`config.mk`:
```
export PLATFORM = sky130hd
export DESIGN_NAME = prng_rej_sampler
export DESIGN_NICKNAME = d
export VERILOG_FILES = /design/src/rtl/sdith_prng_pkg.sv /design/src/rtl/prng_blk_slicer.sv /design/src/rtl/prng_rej_sampler.sv
export SDC_FILE = /design/constraint.sdc
export NUM_CORES = 1
export LEC_CHECK = 0
export ABC_AREA = 1
export BUFFER_PORTS_ARGS = -buffer_cell sky130_fd_sc_hd__clkbuf_2
export CAP_MARGIN = 20
export CORE_UTILIZATION = 59
export DETAILED_ROUTE_END_ITERATION = 10
export PLACE_DENSITY_LB_ADDON = 0.2
export SLEW_MARGIN = 15
export SYNTH_ARGS = -nofsm -noshare
export SYNTH_HDL_FRONTEND = slang
export SYNTH_SLANG_ARGS = --single-unit
```
`constraint.sdc`:
```
create_clock -name i_clk -period 3.7 [get_ports i_clk]
set_clock_uncertainty 0.05 [all_clocks]
set_input_delay 0.74 -clock i_clk [delete_from_list [all_inputs] [get_ports i_clk]]
set_output_delay 0.74 -clock i_clk [all_outputs]
set_load 0.05 [all_outputs]
```
`src/rtl/sdith_prng_pkg.sv`:
```
//------------------------------------------------------------------------------
// sdith_prng_pkg
// Definitions shared by the AES-CTR PRNG consumers.
// Revision: 1.0
//------------------------------------------------------------------------------
`default_nettype none

package sdith_prng_pkg;

  localparam int BLK_W      = 128;
  localparam int DEF_ELEM_W = 8;
  localparam int DEF_Q      = 251;

  typedef enum logic [1:0] {
    IDLE  = 2'd0,
    FETCH = 2'd1,
    SCAN  = 2'd2,
    DONE  = 2'd3
  } sampler_state_t;

endpackage

`default_nettype wire

```
`src/rtl/prng_blk_slicer.sv`:
```
//------------------------------------------------------------------------------
// prng_blk_slicer
// Buffers one PRNG block and presents its slots LSB first, one per advance.
// Revision: 1.0
//------------------------------------------------------------------------------
`default_nettype none

module prng_blk_slicer
  import sdith_prng_pkg::*;
#(
  parameter int ELEM_W = DEF_ELEM_W
) (
  input  logic              i_clk,
  input  logic              i_rst,
  input  logic              i_load,
  input  logic [BLK_W-1:0]  i_blk,
  input  logic              i_adv,
  output logic [ELEM_W-1:0] o_cand,
  output logic              o_last
);

  localparam int ELEMS = BLK_W / ELEM_W;
  localparam int IDX_W = (ELEMS > 1) ? $clog2(ELEMS) : 1;

  logic [BLK_W-1:0]  r_buf;
  logic [IDX_W-1:0]  r_idx;
  logic [ELEM_W-1:0] w_slots [ELEMS];

  generate
    for (genvar k = 0; k < ELEMS; k++) begin : g_slot
      assign w_slots[k] = r_buf[k*ELEM_W +: ELEM_W];
    end
  endgenerate

  assign o_cand = w_slots[r_idx];
  assign o_last = (r_idx == IDX_W'(ELEMS - 1));

  // A fresh load always restarts at slot 0, so leftovers never leak across blocks.
  always_ff @(posedge i_clk) begin
    if (i_rst) begin
      r_buf <= '0;
      r_idx <= '0;
    end else if (i_load) begin
      r_buf <= i_blk;
      r_idx <= '0;
    end else if (i_adv) begin
      r_idx <= r_idx + 1'b1;
    end
  end

endmodule

`default_nettype wire

```
`src/rtl/prng_rej_sampler.sv`:
```
//------------------------------------------------------------------------------
// prng_rej_sampler
// Rejection-samples PRNG block slots against Q and streams accepted elements.
// Revision: 1.0
//------------------------------------------------------------------------------
`default_nettype none

module prng_rej_sampler
  import sdith_prng_pkg::*;
#(
  parameter int ELEM_W = DEF_ELEM_W,
  parameter int Q      = DEF_Q,
  parameter int CNT_W  = 16
) (
  input  logic              i_clk,
  input  logic              i_rst,
  input  logic              i_start,
  input  logic [CNT_W-1:0]  i_n_elems,
  input  logic              i_blk_valid,
  input  logic [BLK_W-1:0]  i_blk,
  output logic              o_blk_ready,
  output logic              o_elem_valid,
  output logic [ELEM_W-1:0] o_elem,
  input  logic              i_elem_ready,
  output logic              o_busy,
  output logic              o_done,
  output logic [CNT_W-1:0]  o_rej_cnt
);

  // One extra bit so that Q = 2^ELEM_W (never reject) is representable.
  localparam logic [ELEM_W:0] c_q = (ELEM_W + 1)'(Q);

  sampler_state_t    r_state, w_next;
  logic [CNT_W-1:0]  r_remaining;
  logic [CNT_W-1:0]  r_rej_cnt;
  logic [ELEM_W-1:0] w_cand;
  logic              w_last;
  logic              w_accept;
  logic              w_load;
  logic              w_adv;
  logic              w_dec;
  logic              w_rej;
  logic              w_elem_valid;

  prng_blk_slicer #(
    .ELEM_W (ELEM_W)
  ) u_slicer (
    .i_clk  (i_clk),
    .i_rst  (i_rst),
    .i_load (w_load),
    .i_blk  (i_blk),
    .i_adv  (w_adv),
    .o_cand (w_cand),
    .o_last (w_last)
  );

  assign w_accept = ({1'b0, w_cand} < c_q);

  always_comb begin
    w_next       = r_state;
    o_blk_ready  = 1'b0;
    w_elem_valid = 1'b0;
    w_load       = 1'b0;
    w_adv        = 1'b0;
    w_dec        = 1'b0;
    w_rej        = 1'b0;
    case (r_state)
      IDLE: begin
        if (i_start) begin
          w_next = (i_n_elems == '0) ? DONE : FETCH;
        end
      end
      FETCH: begin
        o_blk_ready = 1'b1;
        if (i_blk_valid) begin
          w_load = 1'b1;
          w_next = SCAN;
        end
      end
      SCAN: begin
        if (!w_accept) begin
          w_rej = 1'b1;
          w_adv = 1'b1;
          if (w_last) begin
            w_next = FETCH;
          end
        end else begin
          w_elem_valid = 1'b1;
          if (i_elem_ready) begin
            w_dec = 1'b1;
            w_adv = 1'b1;
            if (r_remaining == CNT_W'(1)) begin
              w_next = DONE;
            end else if (w_last) begin
              w_next = FETCH;
            end
          end
        end
      end
      DONE: begin
        w_next = IDLE;
      end
      default: begin
        w_next = IDLE;
      end
    endcase
  end

  always_ff @(posedge i_clk) begin
    if (i_rst) begin
      r_state     <= IDLE;
      r_remaining <= '0;
      r_rej_cnt   <= '0;
    end else begin
      r_state <= w_next;
      if (r_state == IDLE && i_start) begin
        r_remaining <= i_n_elems;
        r_rej_cnt   <= '0;
      end else begin
        if (w_dec) begin
          r_remaining <= r_remaining - 1'b1;
        end
        if (w_rej && (r_rej_cnt != '1)) begin
          r_rej_cnt <= r_rej_cnt + 1'b1;
        end
      end
    end
  end

  assign o_elem_valid = w_elem_valid;
  assign o_elem       = w_elem_valid ? w_cand : '0;
  assign o_busy       = (r_state != IDLE);
  assign o_done       = (r_state == DONE);
  assign o_rej_cnt    = r_rej_cnt;

endmodule

`default_nettype wire

```
==> metrics.md, run 1 <==
| Metric | Value |
|---|---|
| Result of the run | complete, no violations |
| Startpoint of the worst-slack reg-to-reg timing path | u_slicer.r_idx[0]$_SDFFE_PP0P_ |
| VDD IR-drop max | 0.483 mV |
| Time the worst path needs with I/O delays and setup | 3.49 ns |
| Path type of the worst setup path | reg -> out |
| Effective utilization at floorplan | 0.611 |
| Synthesized area divided by synthesized cell count | 6.64 um2 |
| Met2 wire length | 10.0 mm |
| Share of post-route cells with drive strength above 1 | 0.173 |
| Detailed-route DRC error count | 0 |
| Post-synth EDFFs | 0 |
| Primary flip-flop cell chosen by synthesis mapping | dfxtp_1 |
| Post-synth ARST share | 0 |
| Number of distinct standard cells referenced by the synthesized netlist | 31 |
| Post-CTS Hold Fix Bufs | 0 |
| Num CTS Buffers | 17 |
| Sort of element at the start of the critical path | flop |
| Number of placed instances, taps included | 1,517 |
| Clock slew at reported path FFs | 0.06 ns |
| Antenna violations before repair | 0 |
| HPWL Detailed | 15.0 mm |
| Cells after synthesis | 1,227 |
| Critical path peak fanout | 26 |
| Highest metal layer with signal wires | met4 |
| Arrival time worst endpoint | 2.70 ns |
| Total overflow reported by the global router | 0 |
| Via Count | 8,286 |
| Wirelength per Cell | 13.8 um |
| Clk Tree Root Cell | clkbuf_16 |
| Vias in the first global route | 7,420 |
| Highest clock rate | 286 MHz |
| Fin nets | 1,513 |
| Critical Path Start | u_slicer.r_idx[0]$_SDFFE_PP0P_ |
| Maximum number of pins on one net before global-route repair | 148 |
| Remaining max-slew budget at the tightest pin | 0.586 |
| Path type of the worst min-delay path | reg -> reg |
| Largest stage delay on the critical path | 0.42 ns |
| Via/cell ratio | 5.35 |
| Full die area | 14,300 um2 |
| GRT Util Overall | 0.303 |
| # setup viols final | 0 |
| Number of diodes added for antenna fixing | 0 |
| Final critical-path share of the clock period | 0.944 |
| Overall die height | 120 um |
| Maximum buffer depth of the clock tree | 2 |
| Number of hold violations in the final report | 0 |
| Post-Route M1 WL | 9.61 mm |
| Wire length of the first global-routing pass | 34.6 mm |
| CP cell instances | inv_2 > buf_4 > nand2_1 > nand3_1 > nand3_1 > nand2_1 > nor2_1 > nor2_1 > nor2_2 > nand3_2 > nand2_4 > a21oi_1 > buf_12 |
| Routed Wire Length | 21.5 mm |
| Layout-stage area growth over the synthesis result | 20.8% |
| Drt first-iter violations | 723 |
| Port buffer count | 176 |
| Area inside the core boundary | 13,300 um2 |
| Number of setup buffers added after CTS | 0 |
| Slew at the pin closest to its max-slew limit | 0.621 ns |
| H-tree lvl count | 4 |
| Detailed-router iteration count before antenna repair | 5 |
| # Max-Cap Violations | 0 |
| Antenna viol nets, final | 0 |
| CTS tree | done |
| Post-Syn Nets | 1,380 |
| Pleak | 4.33 nW |
| Critical Path Sink Type | output pin |
| Required time at the worst-slack endpoint | 2.91 ns |
| Netlist Area Pre-Place | 8150 um2 |
| I/O pin count | 177 |
| Global placement routability congestion | 0.897 |
| Detailed route wirelength on metal3 | 1.50 mm |
| Clock Latency Late Sink | 0.43 ns |
| Fin cells | 1,549 |
| Master of the slowest instance on the critical path | dfxtp_4 |
| Yosys Warn Count | 0 |
| CTS sink cnt | 166 |
| Die X | 120 um |
| Pwr/cell area | 641 nW/um2 |
| Number of flip-flops and latches in the synthesized netlist | 166 |
| Standard-cell rows | 42 |
| Max Transition Viols Final | 0 |
| Setup repair after global routing missed its margin | false |
| Fraction of the yosys area taken by sequential cells | 0.408 |
| Final core utilization | 0.738 |
| Final total negative setup slack | 0 ns |
| Startpoint of the tightest hold check path | u_slicer.r_buf[85]$_SDFFE_PP0P_ |
[power by group]
group          leakage (nW)  switching [mW]  total (mW)  internal, mW
Sequential             1.35           0.171        2.33          2.16
Clock                 0.296           0.731        1.90          1.17
Combinational          2.68            1.37        2.09         0.710
Total                  4.33            2.28        6.31          4.03
[sequential cells by signal, indices dropped and copies added (netlist names)]
| signal | cells |
|---|---|
| r_state | 2 |
| u_slicer.r_buf | 128 |
| r_remaining | 16 |
| u_slicer.r_idx | 4 |
| o_rej_cnt | 16 |
[metrics by stage]
step	hold WS (ns)	setup WS [ns]	instance area (um2)	power [mW]
global placement	0.389	0.502	9180	4.35
finish	0.403	0.206	9850	6.31
floorplan	0.379	0.641	8150	3.88
CTS	0.403	0.0677	9820	6.29
detailed placement	0.393	0.427	9180	4.39
global route	0.411	0.0211	9850	6.70
[cell families (layout without fill, tap and decap cells)]
family | count (synthesis) | after routing | share of synthesized area
simple gates | 467 | 467 | 0.240
compound gates | 324 | 324 | 0.202
buf+inv | 242 | 388 | 0.118
flops | 166 | 166 | 0.408
xor+xnor | 24 | 24 | 0.0258
fa+ha+maj | 4 | 4 | 0.00614
[synth_stat cells (2+ instances only)]
cell type | count | area share
clkbuf_1 | 47 | 0.022
buf_1 | 4 | 0.0018
nor2_2 | 2 | 0.0015
o211ai_1 | 6 | 0.0055
nor2_1 | 68 | 0.031
o21ai_0 | 136 | 0.083
nand3_1 | 106 | 0.065
o21ai_1 | 4 | 0.0025
dfxtp_1 | 166 | 0.41
xnor2_1 | 6 | 0.0064
xor2_1 | 18 | 0.019
buf_2 | 18 | 0.011
a21oi_1 | 175 | 0.11
nand3_2 | 2 | 0.0025
nor4_1 | 7 | 0.0054
nor3_1 | 9 | 0.0055
inv_1 | 162 | 0.075
nand2_1 | 264 | 0.12
nand4_1 | 6 | 0.0046
ha_1 | 4 | 0.0061
clkinv_1 | 2 | 0.00092
buf_4 | 5 | 0.0046
buf_6 | 2 | 0.0028
[layout by cell type (no fill, tap or decap), types with 2 or more instances in the layout]
master and n:
buf_12 11, clkinv_1 2, inv_1 161, nor4_1 7
nand2_4 2, xor2_1 18, clkinvlp_4 4, clkbuf_8 2
o21ai_1 4, bufinv_16 4, clkbuf_16 17, nor2_1 67
clkinv_2 2, a21oi_1 173, nor2_2 2, nor2_4 2
o211ai_1 6, dfxtp_1 164, buf_4 10, nand3_1 106
o21ai_0 136, a21oi_2 2, nand4_1 6, ha_1 4
nand3_2 2, inv_2 2, nor3_1 9, clkbuf_2 168
xnor2_1 6, clkbuf_1 2, nand2_1 262
[what timing repair did]
item / CTS / global route
setup endpoints to repair: 2 / 9
gates cloned: 0 / 0
resized for setup: 2 / 7
[metal layers]
metal | up-vias | track usage
met1 | 3747 | 0.399
met3 | 27 | 0.0623
met2 | 290 | 0.501
met4 | 0 | 0.0828
met5 | - | 0
li1 | 4222 | -
[critical path, delay by kind of cell (launching register included)]
| kind | cells | cell delay, ns |
|---|---|---|
| compound gates | 1 | 0.28 |
| buf+inv | 3 | 0.53 |
| flops | 1 | 0.42 |
| simple gates | 9 | 1.02 |
[area by class of cell]
cell class | instances | area, um2
clock buffer | 21 | 460
clock inverter | 11 | 173
fill | 1145 | 3500
inverter | 166 | 624
multi-input combinational | 819 | 3890
sequential | 166 | 3330
tap | 176 | 220
timing repair buffer | 190 | 1150
[final timing paths]
check,endpoint,cells after the start,slack [ns]
worst min-delay path,u_slicer.r_buf[85]$_SDFFE_PP0P_,2,0.40
worst max register to register,r_remaining[12]$_SDFFE_PP0P_,15,0.73
worst max-delay path,o_elem[1],13,0.21
worst min register to register,u_slicer.r_buf[85]$_SDFFE_PP0P_,2,0.40
Power figures use the tool's default switching activity.
==> run 2: changes to the inputs <==
CELL_PAD_IN_SITES_DETAIL_PLACEMENT = 0   (was unset)
CELL_PAD_IN_SITES_GLOBAL_PLACEMENT = 1   (was unset)
CORE_UTILIZATION = 41   (was 59)
PLACE_DENSITY_LB_ADDON = 0.1   (was 0.2)
==> run 2 against run 1 <==
  * Wire length increased by 6.6%
  * Via count decreased by 3.2%
  * Largest cell class unchanged
  * Sequential power about the same
  * Core utilization decreased by 23 points
  * Clock power decreased by 9%
  * Critical path type unchanged
  * Worst hold slack improved by 0.0031 ns
==> metrics.md, run 2 (synthesis results as in run 1) <==
| Metric | Value |
|---|---|
| CP cell instances | buf_4 > inv_1 > buf_4 > a21oi_1 > o21ai_1 > nand2_1 > nand2_1 > nand2_1 > nor2_1 > nand2_1 > nand3_2 > nand2_2 > a21oi_2 > buf_12 (was inv_2 > buf_4 > nand2_1 > nand3_1 > nand3_1 > nand2_1 > nor2_1 > nor2_1 > nor2_2 > nand3_2 > nand2_4 > a21oi_1 > buf_12) |
| Critical Path Start | u_slicer.r_idx[1]$_SDFFE_PP0P_ (was u_slicer.r_idx[0]$_SDFFE_PP0P_) |
| Number of placed instances, taps included | 1,609 (was 1,517) |
| Global placement routability congestion | 0.841 (was 0.897) |
| Die X | 143 um (was 120 um) |
| Antenna violations before repair | 1 (was 0) |
| Max FFs per register | 128 (unchanged) |
| Sort of element at the start of the critical path | flop (unchanged) |
| Largest stage delay on the critical path | 0.31 ns (was 0.42 ns) |
| CTS tree | done (unchanged) |
| # setup viols final | 0 (unchanged) |
| Final-layout worst hold slack | 0.406 ns (was 0.403 ns) |
| Master of the slowest instance on the critical path | dfxtp_1 (was dfxtp_4) |
| Critical Path Sink Type | output pin (unchanged) |
| Number of setup buffers added after CTS | 0 (unchanged) |
| CTS sink cnt | 166 (unchanged) |
| Remaining max-slew budget at the tightest pin | 0.651 (was 0.586) |
| Highest clock rate | 288 MHz (was 286 MHz) |
| I/O pin count | 177 (unchanged) |
| Path type of the worst min-delay path | reg -> reg (unchanged) |
| VDD IR-drop max | 0.356 mV (was 0.483 mV) |
| Register ranked first by flip-flop count | u_slicer.r_buf (unchanged) |
| Slew at the pin closest to its max-slew limit | 0.523 ns (was 0.621 ns) |
| Critical path peak fanout | 15 (was 26) |
| Clock Latency Late Sink | 0.43 ns (about the same) |
| Pleak | 4.33 nW (about the same) |
| Effective utilization at floorplan | 0.419 (was 0.611) |
| Buffer and inverter count on the worst path | 4 (was 3) |
| Antenna viol nets, final | 0 (unchanged) |
| Full die area | 20,500 um2 (was 14,300 um2) |
| Depth of the critical timing path with buffers and inverters included | 14 (was 13) |
| H-tree lvl count | 4 (unchanged) |
| Detailed-router iteration count before antenna repair | 4 (was 5) |
| Result of the run | complete, no violations (unchanged) |
| Arrival time worst endpoint | 2.69 ns (was 2.70 ns) |
| Required time at the worst-slack endpoint | 2.91 ns (about the same) |
| Flop2flop setup slack | 0.79 ns (was 0.73 ns) |
| Max Transition Viols Final | 0 (unchanged) |
| Placement Setup Slack | 0.512 ns (was 0.427 ns) |
| Number of hold violations in the final report | 0 (unchanged) |
| Fin nets | 1,516 (was 1,513) |
| Total overflow reported by the global router | 0 (unchanged) |
| Vias in the first global route | 7,218 (was 7,420) |
| Detailed-route DRC error count | 0 (unchanged) |
| Wirelength per Cell | 13.9 um (was 13.8 um) |
| Layout-stage area growth over the synthesis result | 21.9% (was 20.8%) |
| Commonest non-fill, non-tap cells in the layout | 262 x nand2_1, 169 x a21oi_1, 168 x clkbuf_2 (was 262 x nand2_1, 173 x a21oi_1, 168 x clkbuf_2) |
| Time the worst path needs with I/O delays and setup | 3.48 ns (was 3.49 ns) |
| Standard-cell rows | 51 (was 42) |
| Final Power | 6.16 mW (was 6.31 mW) |
| Number of diodes added for antenna fixing | 0 (unchanged) |
| Path type of the worst setup path | reg -> out (unchanged) |
| Worst path setup slack after routing | 0.222 ns (was 0.206 ns) |
| Most frequent standard cell in the layout excluding fill and tap cells | nand2_1 (unchanged) |
| Startpoint of the worst-slack reg-to-reg timing path | u_slicer.r_idx[1]$_SDFFE_PP0P_ (was u_slicer.r_idx[0]$_SDFFE_PP0P_) |
| Pwr/cell area | 620 nW/um2 (was 641 nW/um2) |
| Destination of the critical timing path | o_elem[7] (was o_elem[1]) |
| Via/cell ratio | 4.89 (was 5.35) |
| Wire length of the first global-routing pass | 36.5 mm (was 34.6 mm) |
| Setup repair after global routing missed its margin | true (was false) |
| GRT Util Overall | 0.229 (was 0.303) |
| Drt first-iter violations | 466 (was 723) |
| Routed Wire Length | 22.9 mm (was 21.5 mm) |
| Final critical-path share of the clock period | 0.940 (was 0.944) |
| Clock slew at reported path FFs | 0.07 ns (was 0.06 ns) |
| HPWL Detailed | 16.6 mm (was 15.0 mm) |
| Num CTS Buffers | 17 (unchanged) |
| Fin cells | 1,641 (was 1,549) |
| Share of post-route cells with drive strength above 1 | 0.179 (was 0.173) |
| Worst Reg-to-Reg Cells | 16 (was 15) |
| Capture instance of the worst register-to-register path | r_remaining[9]$_SDFFE_PP0P_ (was r_remaining[12]$_SDFFE_PP0P_) |
| Clk Tree Root Cell | clkbuf_16 (unchanged) |
| Via Count | 8,020 (was 8,286) |
| Maximum buffer depth of the clock tree | 2 (unchanged) |
| Kind of cell adding the most delay to the critical path | simple AND/OR/NAND/NOR gates (unchanged) |
| # Max-Cap Violations | 0 (unchanged) |
| Most frequent CP cell | nand2_1 |
| Overall die height | 143 um (was 120 um) |
| Port buffer count | 176 (unchanged) |
| Maximum number of pins on one net before global-route repair | 113 (was 148) |
| Area inside the core boundary | 19,500 um2 (was 13,300 um2) |
run 2: cell types whose count changed in the layout (fill, tap and decap cells not counted), moves of 2 or more:
cell	before	now
buf_4	10	12
clkinvlp_4	4	2
a21oi_1	173	169
a21oi_2	2	6
bufinv_16	4	0
buf_12	11	13
inv_8	0	4
nor2_2	2	4
inv_6	1	5
clkinv_4	1	3
clkbuf_1	2	0
run 2: power breakdown:
part           internal, mW  leakage (nW)  switching [mW]
registers              2.15          1.35           0.160
clock network         0.909         0.276           0.819
logic                 0.728          2.70            1.39
run 2: what timing repair did:
item,4_1_cts,5_1_grt
hold buffers,0,0
endpoints found under the setup margin,0,9
gates resized for setup,0,9
run 2: how the worst min path moves through the flow:
stage,startpoint,endpoint,slack (ns),depth (start not counted)
floorplan,u_slicer.r_buf[100]$_SDFFE_PP0P_,u_slicer.r_buf[100]$_SDFFE_PP0P_,0.38,2
global placement,u_slicer.r_buf[62]$_SDFFE_PP0P_,u_slicer.r_buf[62]$_SDFFE_PP0P_,0.39,2
detailed placement,u_slicer.r_buf[50]$_SDFFE_PP0P_,u_slicer.r_buf[50]$_SDFFE_PP0P_,0.39,2
CTS,u_slicer.r_buf[50]$_SDFFE_PP0P_,u_slicer.r_buf[50]$_SDFFE_PP0P_,0.40,2
global route,u_slicer.r_buf[114]$_SDFFE_PP0P_,u_slicer.r_buf[114]$_SDFFE_PP0P_,0.42,2
finish,u_slicer.r_buf[74]$_SDFFE_PP0P_,u_slicer.r_buf[74]$_SDFFE_PP0P_,0.41,2
run 2: final cells by class:
type                       instances  area, um2
fill                            2079       9520
clock inverter                    14        130
clock buffer                      18        439
tap                              265        332
timing repair buffer             193       1190
sequential                       166       3320
inverter                         166        624
multi-input combinational        819       3900
run 2: stage by stage:
| step | cell area (um2) | TNS, ns | util |
|---|---|---|---|
| finish | 9940 | 0 | 0.511 |
| global placement | 9340 | 0 | 0.480 |
| detailed placement | 9340 | 0 | 0.480 |
| floorplan | 8150 | 0 | - |
| global route | 9940 | -0.300 | 0.511 |
| CTS | 9910 | 0 | 0.509 |
run 2: routing by layer:
layer | part of all wire | GRT usage
met1 | 0.49 | 0.320
met2 | 0.46 | 0.365
met3 | 0.043 | 0.0469
met4 | 0.0063 | 0.0424
met5 | 0.00048 | 0
run 2: worst reg2reg max path, cell delays in order (launching register included):
cell and delay, ns:
dfxtp_1 0.31, buf_4 0.18, inv_1 0.08, buf_4 0.21, a21oi_1 0.06, o21ai_1 0.08
nand2_1 0.07, nand2_1 0.05, nand2_1 0.07, nor2_1 0.17, nand2_1 0.09, nand3_2 0.18
nand3_2 0.29, nand2_1 0.45, inv_1 0.25, nor2_1 0.14, nor2_1 0.06
==> run 3: changes to the inputs <==
CAP_MARGIN = 0   (was 20)
clock period = 4.33 ns   (was 3.7 ns; I/O delays follow)
==> run 3 against run 2 <==
  * Power fell by 14%
  * Clock-buffer cell count rose by 1
  * Worst hold slack worse by 0.0045 ns
  * Die area unchanged
  * Design area shrank 0.72%
  * Core utilization down 0.37 points
  * Non-clock buffer count decreased by 5
  * Critical endpoint is now o_elem[6]
==> metrics.md, run 3 (synthesis results as in run 1) <==
| Metric | Value |
|---|---|
| GRT Util Overall | 0.232 (was 0.229) |
| Detailed-router iteration count before antenna repair | 5 (was 4) |
| Number of diodes added for antenna fixing | 0 (unchanged) |
| Total overflow reported by the global router | 0 (unchanged) |
| Max FFs per register | 128 (unchanged) |
| Critical Path Sink Type | output pin (unchanged) |
| HPWL Detailed | 16.4 mm (was 16.6 mm) |
| Arrival time worst endpoint | 3.08 ns (was 2.69 ns) |
| Critical Path Start | u_slicer.r_idx[0]$_SDFFE_PP0P_ (was u_slicer.r_idx[1]$_SDFFE_PP0P_) |
| Clock Latency Late Sink | 0.43 ns (about the same) |
| Capture instance of the worst register-to-register path | r_remaining[9]$_SDFFE_PP0P_ (unchanged) |
| Max Transition Viols Final | 0 (unchanged) |
| Clk Tree Root Cell | clkbuf_16 (unchanged) |
| CTS tree | done (unchanged) |
| Vias in the first global route | 7,421 (was 7,218) |
| Remaining max-slew budget at the tightest pin | 0.572 (was 0.651) |
| Final critical-path share of the clock period | 0.922 |
| Destination of the critical timing path | o_elem[6] (was o_elem[7]) |
| Startpoint of the worst-slack reg-to-reg timing path | u_slicer.r_idx[0]$_SDFFE_PP0P_ (was u_slicer.r_idx[1]$_SDFFE_PP0P_) |
| Path type of the worst setup path | reg -> out (unchanged) |
| Standard-cell rows | 51 (unchanged) |
| Number of hold violations in the final report | 0 (unchanged) |
| Wirelength per Cell | 14.1 um (was 13.9 um) |
| Maximum buffer depth of the clock tree | 2 (unchanged) |
| Result of the run | complete, no violations (unchanged) |
| Commonest non-fill, non-tap cells in the layout | 263 x nand2_1, 175 x a21oi_1, 168 x clkbuf_2 (was 262 x nand2_1, 169 x a21oi_1, 168 x clkbuf_2) |
| Number of setup buffers added after CTS | 0 (unchanged) |
| Most frequent CP cell | nand2_1 (unchanged) |
| Most frequent standard cell in the layout excluding fill and tap cells | nand2_1 (unchanged) |
| Post-CTS Hold Fix Bufs | 0 (unchanged) |
| Global-route met1 utilization | 0.324 (was 0.320) |
| Layout-stage area growth over the synthesis result | 21.1% (was 21.9%) |
| Detailed-route DRC error count | 0 (unchanged) |
| Register ranked first by flip-flop count | u_slicer.r_buf (unchanged) |
| Flop2flop setup slack | 1.18 ns (was 0.79 ns) |
| Path type of the worst min-delay path | reg -> reg (unchanged) |
| Die X | 143 um (unchanged) |
| Port buffer count | 176 (unchanged) |
| Worst Reg-to-Reg Cells | 14 (was 16) |
| Cells resized by post-CTS repair | 0 (unchanged) |
| Slew at the pin closest to its max-slew limit | 0.640 ns (was 0.523 ns) |
| Clock slew at reported path FFs | 0.07 ns (about the same) |
| Effective utilization at floorplan | 0.419 (unchanged) |
| # setup viols final | 0 (unchanged) |
| CTS sink cnt | 166 (unchanged) |
| Final total negative setup slack | 0 ns (unchanged) |
| Via/cell ratio | 4.87 (was 4.89) |
| Area inside the core boundary | 19,500 um2 (unchanged) |
| Drt first-iter violations | 347 (was 466) |
| Critical path peak fanout | 36 (was 15) |
| VDD IR-drop max | 0.312 mV (was 0.356 mV) |
| # Max-Cap Violations | 0 (unchanged) |
| Largest stage delay on the critical path | 0.58 ns (was 0.31 ns) |
| Antenna violations before repair | 0 (was 1) |
| Setup repair after global routing missed its margin | false (was true) |
| Routed Wire Length | 23.1 mm (was 22.9 mm) |
| Time the worst path needs with I/O delays and setup | 3.99 ns |
| Fraction of met3 tracks used by global routing | 0.0386 (was 0.0469) |
| Maximum number of pins on one net before global-route repair | 113 (unchanged) |
| Final Power | 5.27 mW (was 6.16 mW) |
| Global placement routability congestion | 0.850 (was 0.841) |
| Fin nets | 1,511 (was 1,516) |
| Master of the slowest instance on the critical path | dfxtp_2 (was dfxtp_1) |
| Via Count | 7,972 (was 8,020) |
| Wire length of the first global-routing pass | 37.1 mm (was 36.5 mm) |
| CP cell instances | buf_4 > a21oi_1 > o21ai_0 > nand2_1 > nand2_1 > nand2_1 > nor2_1 > nand2_1 > nand3_2 > nand2_1 > a21oi_1 > buf_12 (was buf_4 > inv_1 > buf_4 > a21oi_1 > o21ai_1 > nand2_1 > nand2_1 > nand2_1 > nor2_1 > nand2_1 > nand3_2 > nand2_2 > a21oi_2 > buf_12) |
| I/O pin count | 177 (unchanged) |
| Antenna viol nets, final | 0 (unchanged) |
| Highest clock rate | 250 MHz |
| Final-layout worst hold slack | 0.401 ns (was 0.406 ns) |
| Pwr/cell area | 534 nW/um2 (was 620 nW/um2) |
| Required time at the worst-slack endpoint | 3.41 ns (was 2.91 ns) |
| Share of post-route cells with drive strength above 1 | 0.169 (was 0.179) |
| Met2 demand-to-capacity share in global routing | 0.371 (was 0.365) |
| Num CTS Buffers | 17 (unchanged) |
| Most Crowded Layer GR | met2 (unchanged) |
| Overall die height | 143 um (unchanged) |
| Pleak | 4.31 nW (was 4.33 nW) |
| Sort of element at the start of the critical path | flop (unchanged) |
| Full die area | 20,500 um2 (unchanged) |
| H-tree lvl count | 4 (unchanged) |
-- run 3: changes by cell type in the layout (fill, tap and decap cells not counted) --
cell        change
clkinvlp_4      -1
buf_12          -2
a21oi_2         -6
nand2_1         +1
clkinv_2        +1
clkbuf_8        +1
nand2_2         -1
a21oi_1         +6
inv_8           -1
nor2_2          -2
nor2_1          +2
buf_4           -3
bufinv_16       +1
inv_6           -1
-- run 3: power by group --
part           switching, mW  internal [mW]  leakage (nW)
clock network          0.677          0.843         0.291
registers              0.140           1.84          1.35
logic                   1.17          0.602          2.67
-- run 3: critical path, delay by kind of cell, from the launching register on --
family                 cells  cell delay [ns]
flip-flops                 1             0.58
AND/OR/NAND/NOR            7             0.83
buffers and inverters      2             0.60
AO/OA/AOI/OAI              3             0.63
-- run 3: metal layers --
layer	vias to the layer above	part of all wire
li1	4229	-
met1	3576	0.51
met2	154	0.45
met3	13	0.033
met4	0	0.0079
met5	-	0
-- run 3: per-stage QoR --
stage	std cells	util	setup slack, ns	cell area (um2)
after floorplan	1227	-	1.14	8150
after global placement	1604	0.477	0.864	9280
after detailed placement	1604	0.477	0.821	9280
after CTS	1636	0.507	0.350	9870
after global routing	1636	0.507	0.0944	9870
final	1636	0.507	0.337	9870
-- run 3: final cells by class --
class                      count  area [um2]
tap                          265         332
clock buffer                  19         453
fill                        2039        9590
clock inverter                13         138
multi-input combinational    819        3870
timing repair buffer         188        1130
sequential                   166        3320
inverter                     166         624
-- run 3: worst min path at each step --
stage / cells after the start / start / to
floorplan: 2 / u_slicer.r_buf[100]$_SDFFE_PP0P_ / u_slicer.r_buf[100]$_SDFFE_PP0P_
global placement: 2 / u_slicer.r_buf[107]$_SDFFE_PP0P_ / u_slicer.r_buf[107]$_SDFFE_PP0P_
detailed placement: 2 / u_slicer.r_buf[30]$_SDFFE_PP0P_ / u_slicer.r_buf[30]$_SDFFE_PP0P_
CTS: 2 / u_slicer.r_buf[109]$_SDFFE_PP0P_ / u_slicer.r_buf[109]$_SDFFE_PP0P_
global route: 2 / u_slicer.r_buf[42]$_SDFFE_PP0P_ / u_slicer.r_buf[42]$_SDFFE_PP0P_
finish: 2 / u_slicer.r_buf[34]$_SDFFE_PP0P_ / u_slicer.r_buf[34]$_SDFFE_PP0P_
